File: src/rtl/mdu_controller.sv
// mdu_controller: sequences one RV32M request through the combinational MDU.
// Holds operands on the MDU for a fixed window and captures d3 at the end.
// Divide corner cases are resolved locally without using the MDU.
// Ports: clk, rst_n (async, active low); req_* request handshake with
// operands, funct3 and tag; flush kills the in-flight op; mdu_s1/s2/funct3
// go to the MDU, mdu_d3 comes back; res_* result handshake with tag;
// stall holds the pipeline.
// Optional macro MDU_RESULT_CACHE_EN adds a one-entry result cache.
module mdu_controller #(
    parameter int DATA_WIDTH   = 32,
    parameter int FUNCT3_WIDTH = 3,
    parameter int TAG_WIDTH    = 5,
    parameter int MUL_LAT      = 2,
    parameter int DIV_LAT      = 4
) (
    input  logic                    clk,
    input  logic                    rst_n,
    input  logic                    req_valid,
    output logic                    req_ready,
    input  logic [DATA_WIDTH-1:0]   req_s1,
    input  logic [DATA_WIDTH-1:0]   req_s2,
    input  logic [FUNCT3_WIDTH-1:0] req_funct3,
    input  logic [TAG_WIDTH-1:0]    req_tag,
    input  logic                    flush,
    output logic [DATA_WIDTH-1:0]   mdu_s1,
    output logic [DATA_WIDTH-1:0]   mdu_s2,
    output logic [FUNCT3_WIDTH-1:0] mdu_funct3,
    input  logic [DATA_WIDTH-1:0]   mdu_d3,
    output logic                    res_valid,
    input  logic                    res_ready,
    output logic [DATA_WIDTH-1:0]   res_data,
    output logic [TAG_WIDTH-1:0]    res_tag,
    output logic                    stall
);

    typedef enum logic [1:0] {IDLE, BUSY, SPECIAL, DONE} state_t;

    localparam int MAX_LAT = (MUL_LAT > DIV_LAT) ? MUL_LAT : DIV_LAT;
    localparam int CW      = $clog2(MAX_LAT + 1);
    localparam logic [CW-1:0] MUL_M1 = CW'(MUL_LAT - 1);
    localparam logic [CW-1:0] DIV_M1 = CW'(DIV_LAT - 1);
    localparam logic [DATA_WIDTH-1:0] INT_MIN = {1'b1, {(DATA_WIDTH-1){1'b0}}};

    state_t                  state, state_nx;
    logic [CW-1:0]           cnt;
    logic [DATA_WIDTH-1:0]   spec_q;
    logic [DATA_WIDTH-1:0]   spec_val;
    logic [DATA_WIDTH-1:0]   cached;
    logic                    accept;
    logic                    is_div, is_rem, is_signed;
    logic                    div_zero, div_ovf, corner, hit;

    assign accept = req_valid & req_ready & ~flush;

    // funct3[2] selects divide, [1] selects remainder, [0] unsigned
    assign is_div    = req_funct3[2];
    assign is_rem    = req_funct3[1];
    assign is_signed = ~req_funct3[0];
    assign div_zero  = is_div & (req_s2 == '0);
    assign div_ovf   = is_div & is_signed & (req_s1 == INT_MIN) & (req_s2 == '1);
    assign corner    = div_zero | div_ovf;

`ifdef MDU_RESULT_CACHE_EN
    logic                    cache_valid;
    logic [DATA_WIDTH-1:0]   c_s1, c_s2, c_res;
    logic [FUNCT3_WIDTH-1:0] c_f3;

    always_ff @(posedge clk or negedge rst_n) begin
        if (!rst_n) begin
            cache_valid <= 1'b0;
            c_s1        <= '0;
            c_s2        <= '0;
            c_f3        <= '0;
            c_res       <= '0;
        end else if (flush) begin
            cache_valid <= 1'b0;
        end else if (state == BUSY && cnt == '0) begin
            cache_valid <= 1'b1;
            c_s1        <= mdu_s1;
            c_s2        <= mdu_s2;
            c_f3        <= mdu_funct3;
            c_res       <= mdu_d3;
        end
    end

    assign hit    = cache_valid & (req_s1 == c_s1) & (req_s2 == c_s2)
                  & (req_funct3 == c_f3);
    assign cached = c_res;
`else
    assign hit    = 1'b0;
    assign cached = '0;
`endif

    // Corner rules take precedence over a cache hit
    always_comb begin
        spec_val = cached;
        if (div_zero)
            spec_val = is_rem ? req_s1 : '1;
        else if (div_ovf)
            spec_val = is_rem ? '0 : INT_MIN;
    end

    always_ff @(posedge clk or negedge rst_n) begin
        if (!rst_n) state <= IDLE;
        else        state <= state_nx;
    end

    always_comb begin
        state_nx = state;
        if (flush) begin
            state_nx = IDLE;
        end else begin
            unique case (state)
                IDLE:    if (accept) state_nx = (corner | hit) ? SPECIAL : BUSY;
                BUSY:    if (cnt == '0) state_nx = DONE;
                SPECIAL: state_nx = DONE;
                DONE:    if (res_ready) state_nx = IDLE;
                default: state_nx = IDLE;
            endcase
        end
    end

    always_comb begin
        req_ready = (state == IDLE);
        res_valid = (state == DONE);
        stall     = (req_valid & ~req_ready) | (state == BUSY);
    end

    // MDU input registers only load for ops that really use the MDU
    always_ff @(posedge clk or negedge rst_n) begin
        if (!rst_n) begin
            mdu_s1     <= '0;
            mdu_s2     <= '0;
            mdu_funct3 <= '0;
            cnt        <= '0;
            spec_q     <= '0;
            res_data   <= '0;
            res_tag    <= '0;
        end else begin
            if (accept) begin
                res_tag <= req_tag;
                spec_q  <= spec_val;
                if (!(corner | hit)) begin
                    mdu_s1     <= req_s1;
                    mdu_s2     <= req_s2;
                    mdu_funct3 <= req_funct3;
                    cnt        <= req_funct3[2] ? DIV_M1 : MUL_M1;
                end
            end
            if (state == BUSY && !flush) begin
                if (cnt == '0) res_data <= mdu_d3;
                else           cnt      <= cnt - 1'b1;
            end
            if (state == SPECIAL && !flush)
                res_data <= spec_q;
        end
    end

endmodule

File: config.mk
export PLATFORM = sky130hd
export DESIGN_NAME = mdu_controller
export DESIGN_NICKNAME = d
export VERILOG_FILES = /design/src/rtl/mdu_controller.sv
export SDC_FILE = /design/constraint.sdc
export NUM_CORES = 1
export LEC_CHECK = 0
export ABC_CLOCK_PERIOD_IN_PS = 3500
export CAP_MARGIN = 20
export CELL_PAD_IN_SITES_DETAIL_PLACEMENT = 1
export CELL_PAD_IN_SITES_GLOBAL_PLACEMENT = 2
export CORE_MARGIN = 2
export CORE_UTILIZATION = 30
export DETAILED_ROUTE_END_ITERATION = 7
export PLACE_DENSITY = 0.93
export SYNTH_ARGS = -nofsm -noshare
export SYNTH_HDL_FRONTEND = slang
export SYNTH_SLANG_ARGS = --single-unit
File: constraint.sdc
create_clock -name clk -period 3.5 [get_ports clk]
set_input_delay 0.7 -clock clk [delete_from_list [all_inputs] [get_ports clk]]
set_output_delay 0.7 -clock clk [all_outputs]
set_load 0.05 [all_outputs]
==> results of run 1 <==
[path summary, 6_finish.rpt]
check | cells after the start | to | from
max in group asynchronous | 2 | mdu_s2[0]$_DFFE_PN0P_ | rst_n
worst max-delay path | 7 | mdu_s1[7]$_DFFE_PN0P_ | req_s1[28]
worst max register to register | 7 | mdu_s1[7]$_DFFE_PN0P_ | state[1]$_DFFE_PN0P_
worst min register to register | 2 | res_data[31]$_DFFE_PN0P_ | res_data[31]$_DFFE_PN0P_
worst min-delay path | 1 | mdu_s1[7]$_DFFE_PN0P_ | rst_n
min in group clk | 2 | res_data[31]$_DFFE_PN0P_ | res_data[31]$_DFFE_PN0P_
[through the flow]
| step | power, mW | setup slack, ps |
|---|---|---|
| final | 9.20 | 582 |
| after global routing | 9.62 | 472 |
| after CTS | 9.31 | 580 |
| after detailed placement | 7.38 | 139 |
| after global placement | 7.30 | 183 |
| after floorplan | 5.65 | 826 |
[power groups by stage]
stage	Clock [mW]	Sequential, mW	Combinational [mW]
floorplan	0	4.64	1.01
global placement	0	2.59	4.71
detailed placement	0	2.62	4.76
CTS	1.92	2.60	4.78
global route	1.98	2.68	4.96
finish	1.87	2.59	4.73
[cells in the mapped netlist, types with 3 or more instances]
cell and instances:
dfrtp_1 141, nand2_1 84, mux2_2 68, o21ai_0 66, mux2i_1 34, nor2b_1 31
clkbuf_1 19, nor4_1 13, nand4_1 11, inv_1 8, nor2_1 7, clkbuf_8 6
ha_1 6, a21oi_1 3
[worst max-delay path: stages]
cell,delay [ps]
clkdlybuf4s50_1,430
or2_0,250
or4_1,600
nor4_4,340
a211o_2,250
buf_4,270
mux2_2,370
[metal layers]
layer | up-vias | GRT usage
li1 | 2249 | -
met4 | 0 | 0.0519
met3 | 21 | 0.0581
met1 | 2373 | 0.221
met5 | - | 0
met2 | 143 | 0.318
[flip-flops by register name, indices dropped and copies added (netlist names)]
register,flops
mdu_s1,32
res_data,32
spec_q,32
mdu_s2,32
res_tag,5
state,2
mdu_funct3,3
cnt,3
[cell usage in the layout (no fill, tap or decap), types with 2 or more instances in the layout]
master,n
a21oi_1,3
mux2i_1,34
a211o_2,2
o21ai_0,66
clkbuf_8,3
clkbuf_16,17
clkinv_2,4
or4_1,2
bufinv_16,3
clkinvlp_4,3
clkdlybuf4s50_1,214
dfrtp_1,141
ha_1,6
nor2b_1,30
buf_12,3
o21a_1,2
nor4_1,13
nor2_1,7
nand4_1,11
inv_1,8
mux2_2,68
buf_4,12
nand2_1,84
nor3_1,2
[logic make-up (layout without fill, tap and decap cells)]
family,Yosys count,in the layout,synth area share
AO/OA/AOI/OAI,76,76,0.0661
adder cells (fa/ha/maj),6,6,0.0122
buffers and inverters,37,269,0.0363
flip-flops,141,141,0.575
multiplexers,102,102,0.180
AND/OR/NAND/NOR,160,160,0.130
[final cells by class]
cell class	instances	area, um^2	area share
tap	270	338	0.0367
multi-input combinational	344	2390	0.260
clock buffer	20	467	0.0507
timing repair buffer	230	2300	0.250
clock inverter	11	141	0.0154
inverter	8	30.0	0.00326
sequential	141	3530	0.384
==> run summary, run 1 <==
Synthesized instance count -> 522
Portion of total power attributed to combinational logic -> 0.514
Layout overhead on the synthesized area -> 49.9%
Wire length per cell after detailed routing -> 18.7 um
Post-route DRC -> 0
Hold-fix buffers, CTS -> 0
Async set-reset flop share out of synthesis -> 1.00
Placed cell area -> 8590 um^2
Average footprint of a synthesized cell -> 11.8 um^2
RSZ-0062 raised after global routing -> no
Leading cell types by total area after synthesis -> dfrtp_1, mux2_2, mux2i_1
Sum of overflow across all layers after global routing -> 0
Clock transition at the registers of the reported paths -> 60 ps
Portion of synthesized cell area occupied by the leading cell type -> 0.575
Total routed wire length on the met1 layer -> 7920 um
Share of post-route cells with drive strength above 1 -> 0.163
Critical path start-end classification -> in -> reg
Routed wire length on met2 -> 9690 um
# setup viols final -> 0
Reg-to-reg setup timing slack -> 1090 ps
Boundary pin count -> 216
Cell type contributing the most total cell area after synthesis -> dfrtp_1
Worst rel slew slack -> 0.384
Top routing layer in use -> met4
Post-route clock skew -> 6.12 ps
# placed instances -> 993
Internal cell power -> 5.10 mW
Antenna violations before repair -> 0
Maximum ir drop on the vdd rail -> 0.000617 V
All-layer global routing usage -> 0.184
Count of routing violations after the opening detailed-route iteration -> 116
Routability-driven placement congestion ratio -> 0.783
Count of unique library cells instantiated by Yosys -> 34
Number of endpoints with negative hold slack in the final report -> 0
Arrival time reported for the critical path endpoint -> 3220 ps
Starting density of the core -> 0.304
Status -> completed
Switching share of power -> 0.446
Wire length of the first global-routing pass -> 30600 um
CTS buffer count -> 17
Resized Gates After CTS -> 0
Clock tree root driver cell -> clkbuf_16
Placement row count -> 52
CTS tree -> yes
Longest Clk Path Bufs -> 2
Total power per unit cell area -> 1000 nW/um^2
EDFF count, synth -> 0
Register share of total power -> 0.282
Diode count -> 0
Number of pins with negative max-slew slack in the final report -> 0
Fraction of the cycle the final worst path needs -> 0.834
Max-cap violations -> 0
Hold_ws -> 383 ps
Critical Path Source Type -> input pin
Floorplan die area -> 21600 um^2
Detail Route Antenna Nets -> 0
Pin count of the biggest net entering global routing -> 99
Nature of the critical path endpoint -> flip-flop
Share of the yosys chip area belonging to registers -> 0.575
Clock network latency to the later pin of the worst-skew pair -> 420 ps
Switching Power -> 4.10 mW
Chip width -> 147 um
PortBufs -> 215
DRT Pass-1 Iters -> 4
Ys Warns -> 0
Clock network fraction of total power -> 0.204
Critical Path Fanout Max -> 17
Setup TNS -> 0 ps
Kind of path behind the tightest hold check -> in -> async
Non-Filler Instances -> 1024
Vias -> 4786
Number of sinks on the clock net -> 141
Slew @ Worst Pin -> 924 ps
Final core utilization -> 0.456
Detailed route wirelength on metal3 -> 1250 um
Synthesis-stage register bit count -> 141
LEAKAGE -> 3.85 nW
CORE AREA -> 20200 um^2
Dominant register cell in the synthesized netlist -> dfrtp_1
Post-synthesis instance area -> 6140 um^2
Final standard cell area without fillers -> 9200 um^2
Max frequency -> 343 MHz
Floorplan die height -> 147 um
Vias in the first global route -> 5437
Via density -> 4.67
Drt total wl -> 19100 um
Period minus WS final -> 2920 ps
HPWL Detailed -> 14000 um
Number of buffers inserted by post-CTS setup repair -> 0
Filler Cells Inserted -> 2184
Req. time, crit path -> 3800 ps
Nets -> 857
Post-synth net total -> 637
H-Tree Depth -> 4
No activity file was read; power rests on OpenSTA's default activity.
==> run 2: changes to the inputs <==
==> config.mk (replaced) <==
export PLATFORM = sky130hd
export DESIGN_NAME = mdu_controller
export DESIGN_NICKNAME = d
export VERILOG_FILES = /design/src/rtl/mdu_controller.sv
export SDC_FILE = /design/constraint.sdc
export NUM_CORES = 1
export LEC_CHECK = 0
export ABC_CLOCK_PERIOD_IN_PS = 2500
export CAP_MARGIN = 20
export CELL_PAD_IN_SITES_DETAIL_PLACEMENT = 1
export CELL_PAD_IN_SITES_GLOBAL_PLACEMENT = 2
export CORE_MARGIN = 2
export CORE_UTILIZATION = 25
export DETAILED_ROUTE_END_ITERATION = 7
export PLACE_DENSITY = 0.83
export SYNTH_ARGS = -nofsm -noshare
export SYNTH_HDL_FRONTEND = slang
export SYNTH_SLANG_ARGS = --single-unit
==> constraint.sdc (replaced) <==
create_clock -name clk -period 2.5 [get_ports clk]
set_input_delay 0.5 -clock clk [delete_from_list [all_inputs] [get_ports clk]]
set_output_delay 0.5 -clock clk [all_outputs]
set_load 0.05 [all_outputs]
==> run 2 against run 1 <==
Effect of this change: non-clock buffer count is 77 higher; final area up 9.9%; via count is 6.5% higher; flip-flop and latch count stayed put; clock skew grew 4.0 ps; critical path type unchanged; die area increased by 19%.
==> run summary, run 2 (same netlist as run 1, synthesis figures left out) <==
Kind of path behind the tightest hold check -> in -> async
Setup TNS -> 0 ps (unchanged)
Clock transition at the registers of the reported paths -> 60 ps (about the same)
Drt total wl -> 21300 um (+12%)
Crit path max-delay family -> simple AND/OR/NAND/NOR gates
Area of the multi-input gates -> 2490 um^2 (+4.3%)
Layout overhead on the synthesized area -> 64.8%
Via density -> 4.41 (-5.7%)
Critical path start-end classification -> in -> reg
Commonest non-fill, non-tap cell in the layout -> clkdlybuf4s50_1
CTS tree -> yes
Crit path cell chain -> clkdlybuf4s50_1, nand4_1, or4_4, nor4_4, a211o_4, buf_12, buf_12, mux2_2
Filler Cells Inserted -> 2607 (+19%)
Max frequency -> 402 MHz
Maximum ir drop on the vdd rail -> 0.000642 V (+4.1%)
Longest Clk Path Bufs -> 2 (unchanged)
Arrival time reported for the critical path endpoint -> 2780 ps (-440 ps)
Critical Path Source Type -> input pin
Chip width -> 161 um (+9.3%)
Slowest cell delay on critical path -> 550 ps (-50 ps)
DRT Pass-1 Iters -> 4 (unchanged)
Starting density of the core -> 0.254 (-0.0504)
Clock network fraction of total power -> 0.196 (-0.008)
Req. time, crit path -> 2790 ps (-1010 ps)
Max-cap violations -> 0 (unchanged)
Portion of total power attributed to combinational logic -> 0.527 (+0.013)
Wire length per cell after detailed routing -> 18.5 um (-1.2%)
Period minus WS final -> 2490 ps
Pin count of the biggest net entering global routing -> 65 (-34%)
Critical Path Fanout Max -> 8 (-9)
Cell type with the highest occurrence count on the critical path -> buf_12
Nature of the critical path endpoint -> flip-flop
All-layer global routing usage -> 0.170 (-0.0137)
Slew @ Worst Pin -> 605 ps (-320 ps)
Reg-to-reg setup timing slack -> 70 ps (-1020 ps)
Routability-driven placement congestion ratio -> 0.801 (+2.4%)
Total power -> 13.2 mW (+43%)
H-Tree Depth -> 4 (unchanged)
Number of sinks on the clock net -> 141 (unchanged)
Placement row count -> 57 (+9.6%)
Clock tree root driver cell -> clkbuf_16
Number of pins with negative max-slew slack in the final report -> 0 (unchanged)
HPWL Detailed -> 15100 um (+7.9%)
Floorplan die height -> 161 um (+9.3%)
Register share of total power -> 0.277 (-0.005)
Post-route clock skew -> 10.1 ps (+4.01 ps)
Total power per unit cell area -> 1300 nW/um^2 (+30%)
LEAKAGE -> 4.47 nW (+16%)
Diode count -> 0 (unchanged)
CTS buffer count -> 17 (unchanged)
PortBufs -> 215 (unchanged)
Wire length of the first global-routing pass -> 33600 um (+9.6%)
Antenna violations before repair -> 0 (unchanged)
Switching Power -> 5.95 mW (+45%)
# setup viols final -> 0 (unchanged)
Final standard cell area without fillers -> 10100 um^2 (+9.9%)
Number of endpoints with negative hold slack in the final report -> 0 (unchanged)
Boundary pin count -> 216 (unchanged)
Vias -> 5095 (+6.5%)
Leading cell types in the layout, fill and taps excluded -> clkdlybuf4s50_1, dfrtp_1, nand2_1
Clock network latency to the later pin of the worst-skew pair -> 410 ps (about the same)
Post-route DRC -> 0 (unchanged)
Worst rel slew slack -> 0.597 (+0.213)
Placed cell area -> 9240 um^2 (+7.5%)
Count of routing violations after the opening detailed-route iteration -> 136 (+17%)
CORE AREA -> 24200 um^2 (+20%)
CP bufs+invs -> 3 (+1)
Sequential Area -> 3530 um^2 (unchanged)
Switching share of power -> 0.452 (+0.00647)
Status -> completed
Internal cell power -> 7.21 mW (+41%)
Library cell contributing the largest single delay on the critical path -> or4_4
Vias in the first global route -> 5777 (+6.3%)
Fraction of the cycle the final worst path needs -> 0.996
Share of post-route cells with drive strength above 1 -> 0.260 (+0.0965)
Floorplan die area -> 25800 um^2 (+19%)
Detail Route Antenna Nets -> 0 (unchanged)
Nets -> 934 (+9.0%)
Sum of overflow across all layers after global routing -> 0 (unchanged)
## run 2: layer usage
metal,global-route usage,wire (um),vias to the layer above
li1,-,-,2405
met1,0.202,8920,2543
met2,0.303,11000,134
met3,0.0558,1310,13
met4,0.0311,144,0
met5,0,0,-
## run 2: path summary, 6_finish.rpt
kind,to,depth (start not counted),start
max,mdu_s1[9]$_DFFE_PN0P_,8,req_s2[8]
min,mdu_s2[0]$_DFFE_PN0P_,1,rst_n
max reg2reg,mdu_s2[28]$_DFFE_PN0P_,8,state[0]$_DFFE_PN0P_
min reg2reg,res_tag[3]$_DFFE_PN0P_,2,res_tag[3]$_DFFE_PN0P_
max in group asynchronous,spec_q[15]$_DFFE_PN0P_,2,rst_n
min in group clk,mdu_s1[28]$_DFFE_PN0P_,2,req_s1[28]
## run 2: power groups by stage
stage	Combinational [mW]	Sequential [mW]	Clock, mW
6_report	6.94	3.65	2.57
5_1_grt	7.30	3.76	2.76
4_1_cts	6.98	3.65	2.67
3_5_place_dp	6.88	3.68	0
3_3_place_gp	6.78	3.64	0
2_1_floorplan	1.42	6.50	0
## run 2: area by class of cell
cell class	count	area share
clock buffers	18	0.0434
repair buffers	307	0.302
multi-input cells	344	0.247
well taps	324	0.0401
flip-flops and latches	141	0.349
inverters	8	0.00297
clock inverters	14	0.0157
## run 2: what timing repair did
item,4_1_cts,5_1_grt
gates cloned,2,2
hold buffers,0,0
resized for setup,24,24
pin swaps,6,12
buffers inserted,2,2
setup endpoints to repair,74,58
## run 2: per-stage QoR
stage | instances | hold slack (ps) | util | setup WS (ps)
floorplan | 522 | 204 | - | 26.3
global placement | 1116 | 460 | 0.382 | -592
detailed placement | 1116 | 467 | 0.382 | -655
CTS | 1152 | 22.5 | 0.413 | -20.2
global route | 1156 | 36.1 | 0.418 | -2.62
finish | 1156 | 21.2 | 0.418 | 11.2
